### src/rtl/instruction_fetch_queue_pkg.sv
// ============================================================================
// Module   : instruction_fetch_queue_pkg
// Brief    : Shared types and defaults for the decoupled fetch queue.
// Revision : 1.0 - initial release
// ============================================================================
`default_nettype none

package instruction_fetch_queue_pkg;

    localparam int FETCH_XLEN = 32;
    localparam int FETCH_DEPTH = 4;
    localparam logic [FETCH_XLEN-1:0] FETCH_RESET_PC = 32'h0000_0000;

    typedef struct packed {
        logic [FETCH_XLEN-1:0] pc;
        logic [FETCH_XLEN-1:0] inst;
    } fetch_entry_t;

    function automatic logic [FETCH_XLEN-1:0] pc_plus4(input logic [FETCH_XLEN-1:0] pc);
        return pc + FETCH_XLEN'(4);
    endfunction

endpackage

`default_nettype wire

### src/rtl/instruction_fetch_queue_fetch_fifo.sv
// ============================================================================
// Module   : fetch_fifo
// Brief    : DEPTH-entry FIFO of {pc, inst} with flush; head read from registers.
// Revision : 1.0 - initial release
// ============================================================================
`default_nettype none

module fetch_fifo
    import instruction_fetch_queue_pkg::*;
#(
    parameter int DEPTH = FETCH_DEPTH
) (
    input  logic                         clk,
    input  logic                         rst,
    input  logic                         i_flush,
    input  logic                         i_push,
    input  fetch_entry_t                 i_push_data,
    input  logic                         i_pop,
    output fetch_entry_t                 o_head,
    output logic [$clog2(DEPTH+1)-1:0]   o_count
);

    localparam int c_ptr_w = $clog2(DEPTH);
    localparam int c_cnt_w = $clog2(DEPTH+1);

    fetch_entry_t       r_mem [DEPTH];
    logic [c_ptr_w-1:0] r_wr_ptr;
    logic [c_ptr_w-1:0] r_rd_ptr;
    logic [c_cnt_w-1:0] r_count;

    logic w_full;
    logic w_do_pop;
    logic w_do_push;

    assign w_full    = (r_count == c_cnt_w'(DEPTH));
    assign w_do_pop  = i_pop && (r_count != '0);
    // A full queue can still accept a push when the head leaves in the same cycle.
    assign w_do_push = i_push && (!w_full || w_do_pop);

    always_ff @(posedge clk or posedge rst) begin
        if (rst) begin
            r_wr_ptr <= '0;
            r_rd_ptr <= '0;
            r_count  <= '0;
            for (int i = 0; i < DEPTH; i++) begin
                r_mem[i] <= '0;
            end
        end else if (i_flush) begin
            r_wr_ptr <= '0;
            r_rd_ptr <= '0;
            r_count  <= '0;
        end else begin
            if (w_do_push) begin
                r_mem[r_wr_ptr] <= i_push_data;
                r_wr_ptr        <= r_wr_ptr + c_ptr_w'(1);
            end
            if (w_do_pop) begin
                r_rd_ptr <= r_rd_ptr + c_ptr_w'(1);
            end
            case ({w_do_push, w_do_pop})
                2'b10:   r_count <= r_count + c_cnt_w'(1);
                2'b01:   r_count <= r_count - c_cnt_w'(1);
                default: r_count <= r_count;
            endcase
        end
    end

    assign o_head  = r_mem[r_rd_ptr];
    assign o_count = r_count;

endmodule

`default_nettype wire

### src/rtl/instruction_fetch_queue.sv
// ============================================================================
// Module   : instruction_fetch_queue
// Brief    : Decoupled fetch stage: credit-limited imem requests, in-order
//            responses buffered with their PC, redirect flush. Optional
//            same-cycle response bypass when FETCH_BYPASS_EN is defined.
// Revision : 1.0 - initial release
// ============================================================================
`default_nettype none

module instruction_fetch_queue
    import instruction_fetch_queue_pkg::*;
#(
    // Entries are fetch_entry_t, so DATA_WIDTH must equal FETCH_XLEN.
    parameter int                    DATA_WIDTH = FETCH_XLEN,
    parameter int                    DEPTH      = FETCH_DEPTH,
    parameter logic [DATA_WIDTH-1:0] RESET_PC   = FETCH_RESET_PC
) (
    input  logic                  clk,
    input  logic                  rst,
    input  logic                  redirect_i,
    input  logic [DATA_WIDTH-1:0] redirect_pc_i,
    output logic                  imem_req_valid_o,
    output logic [DATA_WIDTH-1:0] imem_req_addr_o,
    input  logic                  imem_req_ready_i,
    input  logic                  imem_rsp_valid_i,
    input  logic [DATA_WIDTH-1:0] imem_rsp_data_i,
    output logic                  inst_valid_o,
    output logic [DATA_WIDTH-1:0] inst_o,
    output logic [DATA_WIDTH-1:0] pc_o,
    output logic [DATA_WIDTH-1:0] pc_plus4_o,
    input  logic                  inst_ready_i
);

    localparam int c_cnt_w = $clog2(DEPTH+1);
    localparam int c_sum_w = c_cnt_w + 2;

    logic [DATA_WIDTH-1:0] r_fetch_pc;
    logic [DATA_WIDTH-1:0] r_rsp_pc;
    logic [c_cnt_w-1:0]    r_live;
    logic [c_cnt_w-1:0]    r_drop;

    logic [c_cnt_w-1:0]    w_count;
    fetch_entry_t          w_head;
    fetch_entry_t          w_rsp_entry;
    fetch_entry_t          w_out;
    logic [c_sum_w-1:0]    w_credit_sum;
    logic                  w_credit_ok;
    logic                  w_req_valid;
    logic                  w_req_fire;
    logic                  w_rsp_drop;
    logic                  w_rsp_keep;
    logic                  w_bypass;
    logic                  w_fifo_push;
    logic                  w_fifo_pop;
    logic [DATA_WIDTH-1:0] w_redirect_pc;
    logic [c_cnt_w-1:0]    w_live_drop_sum;
    logic [c_cnt_w-1:0]    w_drop_redirect;
    logic                  w_unused;

    assign w_redirect_pc = {redirect_pc_i[DATA_WIDTH-1:2], 2'b00};
    assign w_unused      = &{1'b0, redirect_pc_i[1:0]};

    // Every queued entry and outstanding response holds one credit.
    assign w_credit_sum = c_sum_w'(w_count) + c_sum_w'(r_live) + c_sum_w'(r_drop);
    assign w_credit_ok  = (w_credit_sum < c_sum_w'(DEPTH));
    assign w_req_valid  = !rst && !redirect_i && w_credit_ok;
    assign w_req_fire   = w_req_valid && imem_req_ready_i;

    // A response with nothing outstanding is a protocol error and is ignored.
    assign w_rsp_drop = imem_rsp_valid_i && (r_drop != '0);
    assign w_rsp_keep = imem_rsp_valid_i && (r_drop == '0) && (r_live != '0) && !redirect_i;

    assign w_rsp_entry = '{pc: r_rsp_pc, inst: imem_rsp_data_i};

`ifdef FETCH_BYPASS_EN
    assign w_bypass = w_rsp_keep && (w_count == '0);
`else
    assign w_bypass = 1'b0;
`endif

    assign w_fifo_push = w_rsp_keep && !(w_bypass && inst_ready_i);
    assign w_fifo_pop  = !redirect_i && inst_ready_i && (w_count != '0);

    assign w_live_drop_sum = r_live + r_drop;
    assign w_drop_redirect = (imem_rsp_valid_i && (w_live_drop_sum != '0))
                           ? w_live_drop_sum - c_cnt_w'(1) : w_live_drop_sum;

    fetch_fifo #(
        .DEPTH (DEPTH)
    ) u_fifo (
        .clk         (clk),
        .rst         (rst),
        .i_flush     (redirect_i),
        .i_push      (w_fifo_push),
        .i_push_data (w_rsp_entry),
        .i_pop       (w_fifo_pop),
        .o_head      (w_head),
        .o_count     (w_count)
    );

    always_ff @(posedge clk or posedge rst) begin
        if (rst) begin
            r_fetch_pc <= RESET_PC;
            r_rsp_pc   <= RESET_PC;
            r_live     <= '0;
            r_drop     <= '0;
        end else if (redirect_i) begin
            r_fetch_pc <= w_redirect_pc;
            r_rsp_pc   <= w_redirect_pc;
            r_live     <= '0;
            r_drop     <= w_drop_redirect;
        end else begin
            if (w_req_fire) begin
                r_fetch_pc <= r_fetch_pc + DATA_WIDTH'(4);
            end
            if (w_rsp_keep) begin
                r_rsp_pc <= r_rsp_pc + DATA_WIDTH'(4);
            end
            case ({w_req_fire, w_rsp_keep})
                2'b10:   r_live <= r_live + c_cnt_w'(1);
                2'b01:   r_live <= r_live - c_cnt_w'(1);
                default: r_live <= r_live;
            endcase
            if (w_rsp_drop) begin
                r_drop <= r_drop - c_cnt_w'(1);
            end
        end
    end

    assign imem_req_valid_o = w_req_valid;
    assign imem_req_addr_o  = r_fetch_pc;

    assign w_out        = w_bypass ? w_rsp_entry : w_head;
    assign inst_valid_o = (w_count != '0) || w_bypass;
    assign inst_o       = w_out.inst;
    assign pc_o         = w_out.pc;
    assign pc_plus4_o   = pc_plus4(w_out.pc);

    a_rsp_expected: assert property (@(posedge clk) disable iff (rst)
        imem_rsp_valid_i |-> ((r_live != '0) || (r_drop != '0)));

endmodule

`default_nettype wire

### config.mk
export PLATFORM = sky130hd
export DESIGN_NAME = instruction_fetch_queue
export DESIGN_NICKNAME = d
export VERILOG_FILES = /design/src/rtl/instruction_fetch_queue_pkg.sv /design/src/rtl/instruction_fetch_queue_fetch_fifo.sv /design/src/rtl/instruction_fetch_queue.sv
export SDC_FILE = /design/constraint.sdc
export NUM_CORES = 1
export LEC_CHECK = 0
export CAP_MARGIN = 0
export CORE_MARGIN = 2
export CORE_UTILIZATION = 39
export DETAILED_ROUTE_END_ITERATION = 10
export PLACE_DENSITY = 0.64
export SYNTH_ARGS = -nofsm -noshare
export SYNTH_HDL_FRONTEND = slang
export SYNTH_HIERARCHICAL = 1
export SYNTH_SLANG_ARGS = --single-unit
### constraint.sdc
create_clock -name clk -period 16.3 [get_ports clk]
set_clock_uncertainty 0.1 [all_clocks]
set_input_delay 1.63 -clock clk [delete_from_list [all_inputs] [get_ports clk]]
set_output_delay 1.63 -clock clk [all_outputs]
set_load 0.01 [all_outputs]
**After elaboration in Yosys (flattened, before gate mapping)**

Cells that the tools add are included.
W data, S select, Z words.

- Add/subtract/negate cells: 14
- Magnitude comparators: 4
- Eq/ne operators: 5
- Muxes and demuxes: 21
- Bitwise logic cells: 3
- Reduce and logical (&&, ||, !) cells: 30

Operators with widths:

| cell | number |
|---|---|
| $bwmux W256 | 1 |
| $mux W64 | 3 |
| $bmux W64 S2 | 1 |
| $demux W64 S2 | 1 |
| $mux W32 | 4 |
| $add A32 B3 Y32 const B | 3 |
| $reduce_bool A3 Y1 | 6 |
| $mux W3 | 5 |
| $logic_and A1 B1 Y1 | 13 |
| $pmux W3 S2 | 2 |
| $sub A3 B1 Y3 const B | 4 |
| $reduce_bool A2 Y1 | 5 |
| $mux W2 | 4 |
| $add A3 B1 Y3 const B | 2 |
| $ge A3 B3 Y1 const B | 2 |
| $not A2 Y3 | 2 |
| $add A4 B3 Y5 | 1 |
| $lt A5 B3 Y1 const B | 1 |
| $add A2 B1 Y2 const B | 2 |
| $add A3 B3 Y4 | 1 |
| $eq A2 B1 Y1 const B | 2 |
| $eq A2 B2 Y1 const B | 2 |
| $add A3 B3 Y3 | 1 |
| $eq A3 B3 Y1 const B | 1 |
| other kinds (6) | 8 |

- Bits in registers: 333
- Output and inout port bits: 130

**Logic depth before layout (Yosys ltp)**

Gate-level depths: netlist of run 1.

- Depth in word-level cells: 9
- Mapped depth: 14
- Depth with buffers taken out: 12

**By module**

The synthesis of run 1 kept the hierarchy.

By module, submodules not included:

| module | instances | cells each | area each (um2) | seq. area each (um2) |
|---|---|---|---|---|
| fetch_fifo | 1 | 677 | 11618.6 | 6581.3 |
| instruction_fetch_queue | 1 | 549 | 4713.3 | 1651.6 |

**Worst setup path before layout of run 1**

OpenSTA, ideal clock, no wires.

- Path type: register to output
- Start: register u_fifo.r_rd_ptr[0]
- End: output port pc_plus4_o[18]
- Arrival: 2.624 ns
- Required time: 14.570 ns
- Setup slack: 11.946 ns
- Stages on the path, launching flop included: 10
- Buffers on the path: 2
- Path through: dfrtp_1 -> buf_2 -> buf_2 -> mux4_2 -> ha_1 -> and4_1 -> nor3b_1 -> and3_1 -> nand4_1 -> xnor2_1

- Word-level cells in the longest chain between the ends: 5

Ends and longest elaborated chain:

| item | line | text |
|---|---|---|
| start, declared | instruction_fetch_queue_fetch_fifo.sv:28 | `logic [c_ptr_w-1:0] r_rd_ptr;` |
| start signal, assigned | instruction_fetch_queue_fetch_fifo.sv:58 | `r_rd_ptr <= r_rd_ptr + c_ptr_w'(1);` |
| $not A2 Y3 (not written as such) | instruction_fetch_queue_fetch_fifo.sv:68 | `assign o_head = r_mem[r_rd_ptr];` |
| $bmux W64 S2 | instruction_fetch_queue_fetch_fifo.sv:68 |  |
| $mux W64 (not written as such) (2 in a row) | instruction_fetch_queue_fetch_fifo.sv:68 |  |
| net pc_o[2] | instruction_fetch_queue.sv:29 | `output logic [DATA_WIDTH-1:0] pc_o,` |
| $add A32 B3 Y32 | instruction_fetch_queue_pkg.sv:20 | `return pc + FETCH_XLEN'(4);` |
| end, declared | instruction_fetch_queue.sv:30 | `output logic [DATA_WIDTH-1:0] pc_plus4_o,` |

The timed path passes the listed nets, and every way through them passes these cells. The select of a mux whose other input is x is not followed.

**Worst setup path in the final report of run 1**

- Start: register u_fifo.r_rd_ptr[0]
- End: output port pc_plus4_o[28]

- Word-level cells in the longest chain between the ends: 5

Ends and longest elaborated chain:

| item | line |
|---|---|
| $not A2 Y3 (not written as such) | instruction_fetch_queue_fetch_fifo.sv:68 |
| $bmux W64 S2 | instruction_fetch_queue_fetch_fifo.sv:68 |
| $mux W64 (not written as such) (2 in a row) | instruction_fetch_queue_fetch_fifo.sv:68 |
| $add A32 B3 Y32 | instruction_fetch_queue_pkg.sv:20 |

Every way passes these cells. The select of a mux whose other input is x is not followed.

==> results of run 1 <==
==> Yosys cell counts (6+ instances only) <==
cell type | number | share of area
xor2_1 | 29 | 0.016
and3_1 | 9 | 0.0034
nor3_1 | 19 | 0.0058
buf_2 | 14 | 0.0043
xnor2_1 | 41 | 0.022
mux2i_1 | 6 | 0.0037
mux2_2 | 269 | 0.19
inv_1 | 37 | 0.0085
o211ai_1 | 6 | 0.0028
nor4_1 | 9 | 0.0034
dfrtp_1 | 329 | 0.50
o21ai_0 | 34 | 0.010
a21oi_1 | 20 | 0.0061
o31a_1 | 6 | 0.0032
nor2_1 | 38 | 0.0087
buf_6 | 24 | 0.017
buf_4 | 6 | 0.0028
clkbuf_1 | 18 | 0.0041
or3_1 | 6 | 0.0023
mux4_2 | 64 | 0.088
a21o_1 | 6 | 0.0028
nand2_1 | 67 | 0.015
ha_1 | 14 | 0.011
nand4_1 | 34 | 0.013
nand3_1 | 44 | 0.013
fa_1 | 6 | 0.0074
==> path summary, 6_finish.rpt <==
| check | slack, ns | depth (start not counted) | endpoint |
|---|---|---|---|
| worst max-delay path | 9.68 | 9 | pc_plus4_o[28] |
| worst min-delay path | 0.40 | 1 | u_fifo/r_mem[78] |
| worst max register to register | 12.21 | 10 | u_fifo/r_mem[250] |
| worst min register to register | 0.40 | 1 | u_fifo/r_mem[78] |
| max in group asynchronous | 12.89 | 3 | u_fifo/r_mem[142] |
| min in group asynchronous | 1.68 | 2 | imem_req_addr_o[20] |
==> sequential cells by signal, summed over array words and instances (netlist names) <==
signal           cells
u_fifo/r_rd_ptr      2
r_rsp_pc            30
r_drop               3
u_fifo/r_wr_ptr      2
u_fifo/r_mem       256
u_fifo/o_count       3
imem_req_addr_o     30
r_live               3
==> cell families (layout without fill, tap and decap cells) <==
| group | Yosys count | in the layout | synth area share |
|---|---|---|---|
| DFF | 329 | 329 | 0.5041 |
| xor gates and xnor gates | 70 | 70 | 0.03754 |
| adders and majority gates | 20 | 20 | 0.01808 |
| buffers and inverters | 103 | 315 | 0.03723 |
| AOI/OAI and AO/OA | 98 | 98 | 0.04014 |
| other | 1 | 10 | 0.0002296 |
| and+or+nand+nor | 265 | 265 | 0.08458 |
| muxes | 340 | 340 | 0.2781 |
==> through the flow <==
step | instances | util | hold WS, ns
floorplan | 1235 | - | 0.3738
global placement | 1913 | 0.4538 | 0.3816
detailed placement | 1913 | 0.4538 | 0.3872
CTS | 1979 | 0.4853 | 0.4007
global route | 1979 | 0.4853 | 0.4054
finish | 1979 | 0.4853 | 0.3983
==> cell type report <==
cell class | instances | area (µm²)
clock buffer | 51 | 1114
timing repair buffer | 212 | 2074
sequential | 329 | 8238
inverter | 37 | 146.4
tap | 532 | 665.6
fill | 3651 | 21160
clock inverter | 15 | 182.7
multi-input combinational | 803 | 7531
==> worst max-delay path, stage by stage (launching register included) <==
cell and delay, ns:
dfrtp_4 0.96, buf_4 0.61, mux4_2 0.43, ha_1 0.25
and4_1 0.31, nor3b_1 0.38, and2_1 0.40, nand4_1 0.16
xnor2_1 0.18, clkdlybuf4s50_1 0.61
==> power breakdown <==
part / switching, mW / internal, mW
Combinational: 0.164 / 0.183
Sequential: 0.0479 / 0.862
Clock: 0.338 / 0.542
Total: 0.550 / 1.59
==> per-layer routing <==
metal / GRT usage / vias up / wire length, µm
met3: 0.03186 / 58 / 1614
met2: 0.2932 / 247 / 18670
met4: 0.05074 / 0 / 798
met1: 0.2643 / 5582 / 18370
met5: 0 / - / 0
li1: - / 4878 / -
==> impl_results.md, run 1 <==
- CTS tree: done
- Reg2Reg Launch Point: r_drop[1]
- Initial antenna violation count: 0
- DR DRC count: 0
- Crit path time final: 6.616 ns
- CTS H-tree lvls: 2
- Cts hold-fix bufs: 0
- Routability cong.: a little over 0.8
- Post-synthesis register bit count: roughly 330
- Syn. warnings: 6
- Largest net degree at the start of global routing: between 100 and 150
- Max-cap viol count: 0
- CP Launch Type: register
- EDFF count, synth: 0
- Ys flop type: dfrtp_1
- Syn Inst Count: around 1200
- Ports: 200
- DRT iter0 DRCs: roughly 550
- CTS clk-pin slew, worst paths: 0.05 ns
- # setup viols final: 0
- Die ar.: approximately 44000 µm²
- Placed inst area: 18660 µm²
- Hold Path Origin: u_fifo/r_mem[78]
- Maximum clock rate: roughly 150 MHz
- TritonRoute pass-1 iters: 5
- Total Routing Usage GR: 0.1852
- Final net count: about 1500
- Total power: 2.136 mW
- Vias in the first global route: 11170
- Mean Syn Cell Area: around 13 µm²
- # diodes: 0
- Finished Cell Area: 19950 µm²
- Die height: about 210 µm
- Critical Path RT: approximately 15 ns
- Worst-path maximum fanout: 40
- Number of gates resized after cts: 0
- Total routed wirelength: 39450 µm
- TritonCTS Buffers: 38
- Tightest Pin Transition: just over 1 ns
- Final Hold Fails: 0
- Most common cell after layout, fill and taps aside: dfrtp_1
- Clock sinks: roughly 330
- Worst hold path class: reg2reg
- Starting Density: 0.3973
- Setup bufs post-CTS: 0
- Final Cycle Share: 0.4059
- Clk_lat worst skew: 0.55 ns
- Clock buffer depth: 3
- Port Buffer Count: 195
- CP Class: reg2out
- PwrDens: around 110 nW/µm²
- GR Overflow Total: 0
- Vias/cell: between 5 and 6
- First-pass GRT wire length: around 64000 µm
- Pins Over Slew Limit: 0
- Core ar.: between 40000 and 50000 µm²
- RSZ-0062 raised after global routing: no
- CTS Root Cell: clkbuf_16
- Post-Syn Area: between 15000 and 20000 µm²
- Arrival time of the worst setup path: 4.89 ns
- Result of the run: finished, final reports clean
- Max rail drop VDD: 0.00006795 V
- # rows: 74
- Crit. End Element: output pin
- Setup_tns: 0 ns
- Asr flop ratio synth: 1.000
- Routed Antenna Nets: 0
- Leakage: between 8 and 9 nW
- Register area share after synthesis: 0.5041
- Worst setup path start: u_fifo/r_rd_ptr[0]
- Layout cells sized above 1: 0.2992
- Max_slew headroom: 0.3227
- Routed WL per cell: 19.94 µm
- Total number of vias: approximately 11000
- Most frequent cells in the layout: 327 x dfrtp_1, 269 x mux2_2, 194 x clkdlybuf4s50_1, 67 x nand2_1, 64 x mux4_2
- Syn-to-layout area delta: 22.16%
- Final WS setup: 9.684 ns
- Chip width: between 200 and 250 µm
- Netlist cell types: between 60 and 70
- Dpl ws: 10.04 ns
- Detailed Place HPWL: 26300 µm
Power figures use the tool's default switching activity.
==> run 2: changes to the inputs <==
--- a/config.mk
+++ b/config.mk
@@ -9,7 +9,7 @@
 export CORE_MARGIN = 2
 export CORE_UTILIZATION = 39
 export DETAILED_ROUTE_END_ITERATION = 10
-export PLACE_DENSITY = 0.64
+export PLACE_DENSITY = 0.67
 export SYNTH_ARGS = -nofsm -noshare
 export SYNTH_HDL_FRONTEND = slang
 export SYNTH_HIERARCHICAL = 1
==> constraint.sdc (replaced) <==
create_clock -name clk -period 6.03 [get_ports clk]
set_clock_uncertainty 0.1 [all_clocks]
set_input_delay 0.603 -clock clk [delete_from_list [all_inputs] [get_ports clk]]
set_output_delay 0.603 -clock clk [all_outputs]
set_load 0.01 [all_outputs]
==> run 2 against run 1 <==
Combinational power grew to 2.7 times the previous value. Clock-buffer cell count grew 5. Global-route usage shrank 0.19 points. Worst setup slack lost 8.5 ns. Largest power group unchanged. Critical endpoint is now pc_plus4_o[31]. Design area is essentially flat. Register-to-register slack lost 10 ns. First-iteration DRC count grew 26%. Flip-flop and latch count is the same.
==> impl_results.md, run 2 (same netlist as run 1, synthesis figures left out) <==
- Most frequent cells in the layout: 327 x dfrtp_1, 269 x mux2_2, 194 x clkdlybuf4s50_1, 67 x nand2_1, 64 x mux4_2
- Setup bufs post-CTS: 0
- First-pass GRT wire length: approximately 64000 µm
- Total power: 5.743 mW
- CTS H-tree lvls: 2
- Die ar.: around 44000 µm²
- Starting Density: 0.3973
- Result of the run: finished, final reports clean
- Chip width: around 210 µm
- GR Overflow Total: 0
- Finished Cell Area: 19950 µm²
- Layout cells sized above 1: 0.2995
- Placed cells: around 1900
- Detailed Place HPWL: ~26000 µm
- Core ar.: a little over 40000 µm²
- Clock sinks: around 330
- Maximum clock rate: between 200 and 250 MHz
- Largest net degree at the start of global routing: roughly 180
- Clock buffer depth: 3
- Clk_lat worst skew: ~0.53 ns
- Layout Cells excl Fill: approximately 2000
- Cts hold-fix bufs: 0
- Critical Path RT: roughly 5.3 ns
- # setup viols final: 0
- TritonCTS Buffers: 38
- Total number of vias: 10810
- Util after Layout: 0.4854
- Dpl ws: roughly 1.5 ns
- Vias in the first global route: approximately 11000
- Final net count: approximately 1500
- Fin Hold WS: 0.3980 ns
- CTS Root Cell: clkbuf_16
- Total routed wirelength: just under 40000 µm
- CTS clk-pin slew, worst paths: 0.06 ns
- CP Class: reg2out
- Final Hold Fails: 0
- # rows: between 70 and 80
- TritonRoute pass-1 iters: 5
- DR DRC count: 0
- Most common cell after layout, fill and taps aside: dfrtp_1
- Final Cycle Share: 0.8028
- Final WS setup: about 1.2 ns
- Routability cong.: between 0.8 and 0.9
- Initial antenna violation count: 0
- Critical Path Slowest Stage Cell: buf_4
- Leakage: approximately 9.0 nW
- Largest register FFs: between 200 and 300
- CTS tree: done
- Worst-path maximum fanout: 43
- Crit. End Element: output pin
- Setup_tns: 0 ns
- Placed inst area: ~19000 µm²
- Fill cells: between 3000 and 4000
- Top reg by flops: u_fifo/r_mem
- Syn-to-layout area delta: 22.18%
- Pins Over Slew Limit: 0
- Vias/cell: approximately 5.5
- Port Buffer Count: roughly 200
- CP Launch Type: register
- Total Routing Usage GR: 0.1833
- Max-cap viol count: 0
- PwrDens: between 200 and 300 nW/µm²
- Ports: 200
- Routed Antenna Nets: 0
- Cells along the critical path: buf_4, mux4_2, and3_1, and4_1, nand4_1, xnor2_1, clkdlybuf4s50_1
- RSZ-0062 raised after global routing: no
- Die height: about 210 µm
- DRT iter0 DRCs: between 600 and 700
- Routed WL per cell: between 20 and 25 µm
- Worst hold path class: reg2reg
- Crit path time final: about 4.8 ns
- Arrival time of the worst setup path: between 4 and 5 ns
- CP max stage delay: roughly 0.8 ns
- Number of gates resized after cts: 0
- Max_slew headroom: 0.2996
- Max rail drop VDD: about 0.00016 V
- Tightest Pin Transition: roughly 1.1 ns
- Reg-to-reg slack, setup: roughly 1.9 ns
[run 2: changes by cell type in the layout (fill, tap and decap cells not counted), sizes merged]
cell / previous run / this run
buf: 18 / 17
bufinv: 4 / 2
clkbuf: 51 / 56
clkinv: 8 / 9
diode: 0 / 1
inv: 37 / 36
[run 2: layout make-up]
cell class	instances	area [µm²]	area share
Antenna cell	1	2.502	0.0001254
Clock buffer	56	1150	0.05762
Clock inverter	13	142.6	0.007148
Inverter	37	142.6	0.007148
Multi-Input combinational cell	803	7531	0.3774
Sequential cell	329	8240	0.4130
Tap cell	532	665.6	0.03336
Timing Repair Buffer	211	2079	0.1042
[run 2: worst paths after layout]
path                                  endpoint          startpoint  depth (start not counted)
setup / recovery                pc_plus4_o[31]  u_fifo/r_rd_ptr[0]                          7
hold / removal               u_fifo/r_mem[135]   u_fifo/r_mem[135]                          1
setup reg to reg             u_fifo/r_mem[188]           r_drop[1]                         10
hold reg to reg              u_fifo/r_mem[135]   u_fifo/r_mem[135]                          1
max in group asynchronous    u_fifo/r_mem[145]                 rst                          3
min in group asynchronous  imem_req_addr_o[27]                 rst                          3
[run 2: power by group]
group | switching [mW] | internal, mW | total (mW)
combinational | 0.446 | 0.495 | 0.941
sequential | 0.132 | 2.33 | 2.46
clock | 0.929 | 1.41 | 2.34
total | 1.51 | 4.24 | 5.74
[run 2: per-layer routing]
metal	vias up	GRT usage	wire length (µm)
li1	4867	-	-
met1	5631	0.2672	18760
met2	267	0.2898	18600
met3	41	0.02780	1734
met4	0	0.04212	599
met5	-	0	0
[run 2: worst max-delay path: cells and delay by family (launching register included)]
family	cells	cell delay (ns)
xor+xnor	1	0.13
flops	1	0.76
buf+inv	2	1.34
simple gates	3	0.63
mux	1	0.73
==> run 3: changes to the inputs <==
==> constraint.sdc (replaced) <==
create_clock -name clk -period 3.99 [get_ports clk]
set_clock_uncertainty 0.1 [all_clocks]
set_input_delay 0.399 -clock clk [delete_from_list [all_inputs] [get_ports clk]]
set_output_delay 0.399 -clock clk [all_outputs]
set_load 0.01 [all_outputs]
==> run 3 against run 2 <==
Hold slack worse by 0.15 ns. Sequential share of layout area is 0.60 points lower. Sequential power is 51% higher. Total power is 52% higher. Register-to-register slack worse by 1.3 ns. Design area is 1.5% higher. Critical path depth is 2 higher. Global-route usage hardly changed. Via count hardly changed. Routed wire length is 0.19% lower. Highest routed layer unchanged.
==> impl_results.md, run 3 (same netlist as run 1, synthesis figures left out) <==
- Result of the run: finished, final reports clean
- DRT iter0 DRCs: between 600 and 700
- Final net count: 1530
- Total routed wirelength: 39630 µm
- Most frequent cells in the layout: 326 x dfrtp_1, 269 x mux2_2, 186 x clkdlybuf4s50_1, 67 x nand2_1, 64 x mux4_2
- Final Hold Fails: 0
- Max rail drop VDD: roughly 0.00028 V
- Fin Hold WS: around 0.25 ns
- Die ar.: between 40000 and 50000 µm²
- CP Class: reg2out
- Clock buffer depth: 3
- CTS H-tree lvls: 2
- Final Cycle Share: 0.9798
- Reg-to-reg slack, setup: 0.52 ns
- # setup viols final: 0
- Worst hold path class: in2reg
- Largest net degree at the start of global routing: 75
- Detailed Place HPWL: 26450 µm
- Pins Over Slew Limit: 0
- Chip width: 208.6 µm
- Core ar.: roughly 40000 µm²
- Crit. End Element: output pin
- Clk_lat worst skew: roughly 0.53 ns
- Vias in the first global route: roughly 11000
- Total Routing Usage GR: 0.1830
- TritonCTS Buffers: 38
- CP Launch Type: register
- Layout cells sized above 1: 0.3118
- CTS tree: done
- CTS Root Cell: clkbuf_16
- Tightest Pin Transition: between 1 and 1.5 ns
- # diodes: 0
- Routability cong.: 0.8348
- Routed WL per cell: approximately 20 µm
- Util after Layout: 0.4926
- CTS clk-pin slew, worst paths: roughly 0.05 ns
- Clock sinks: 329
- Arrival time of the worst setup path: 3.41 ns
- Initial antenna violation count: 0
- Port Buffer Count: 195
- Syn-to-layout area delta: 23.99%
- Crit path time final: 3.909 ns
- Max_slew headroom: 0.3204
- Top reg by flops: u_fifo/r_mem
- PwrDens: 430.9 nW/µm²
- Vias/cell: about 5.4
- First-pass GRT wire length: 63090 µm
- Ports: 200
- RSZ-0062 raised after global routing: yes
- Most common cell after layout, fill and taps aside: dfrtp_1
- Leakage: 9.284 nW
- Worst-path maximum fanout: 13
- Max-cap viol count: 0
- Maximum clock rate: 255.8 MHz
- Die height: 208.6 µm
- Largest register FFs: approximately 260
- Routed Antenna Nets: 0
- Starting Density: 0.3973
- Critical Path RT: between 3 and 4 ns
- Fill cells: between 3000 and 4000
- Total number of vias: around 11000
- # rows: 74
- DR DRC count: 0
- GR Overflow Total: 0
- Total power: between 8 and 9 mW
- TritonRoute pass-1 iters: 4
[run 3: timing repair]
action,in CTS,in global routing
pin swaps,3,2
setup endpoints to repair,17,17
resized for setup,8,16
setup buffers,1,5
hold buffers,0,0
[run 3: power breakdown]
group          leakage [nW]  total, mW  internal (mW)  switching, mW
clock network         0.623       3.56           2.19           1.37
registers              4.45       3.72           3.52          0.199
logic                  4.21       1.44          0.764          0.679
total                  9.28       8.72           6.48           2.25
[run 3: worst paths after layout]
check	end	cells after the start	start
min in group asynchronous	r_rsp_pc[2]	3	rst
max in group asynchronous	u_fifo/r_mem[234]	3	rst
worst max-delay path	pc_plus4_o[17]	9	u_fifo/r_rd_ptr[1]
worst min-delay path	u_fifo/r_rd_ptr[1]	2	redirect_i
worst min register to register	u_fifo/r_mem[102]	1	u_fifo/r_mem[102]
worst max register to register	r_live[2]	12	r_live[1]
[run 3: metrics by stage]
step | TNS, ns | std cells | setup WS, ns | instance area (µm²)
2_1_floorplan | 0 | 1235 | 0.02147 | 16370
3_3_place_gp | 0 | 1926 | 0.3542 | 18850
3_5_place_dp | 0 | 1926 | 0.2549 | 18850
4_1_cts | -0.004839 | 1996 | -0.004024 | 20170
5_1_grt | -0.2103 | 2001 | -0.09510 | 20250
6_report | 0 | 2001 | 0.08053 | 20250
[run 3: cell type report]
class                      count  area [µm²]  area share
inverter                      37       142.6    0.007044
tap                          532       665.6     0.03287
clock inverter                11       167.7    0.008280
sequential                   329        8242      0.4070
multi-input combinational    803        7570      0.3738
timing repair buffer         231        2345      0.1158
clock buffer                  58        1117     0.05518
[run 3: worst max-delay path, cell delays in order, from the launching register on]
cell and delay, ns:
dfrtp_4 0.59, buf_4 0.24, mux4_2 0.34, nand3_1 0.16, nor4_2 0.38, buf_4 0.19
nand3_2 0.13, nor2_2 0.15, xor2_1 0.14, clkdlybuf4s50_1 0.56
[run 3: metal layers]
metal,part of all wire,track usage,vias to the layer above
met4,0.019,0.05148,0
met2,0.46,0.2865,277
met3,0.045,0.03336,51
li1,-,-,4908
met1,0.47,0.2622,5580
met5,0,0,-
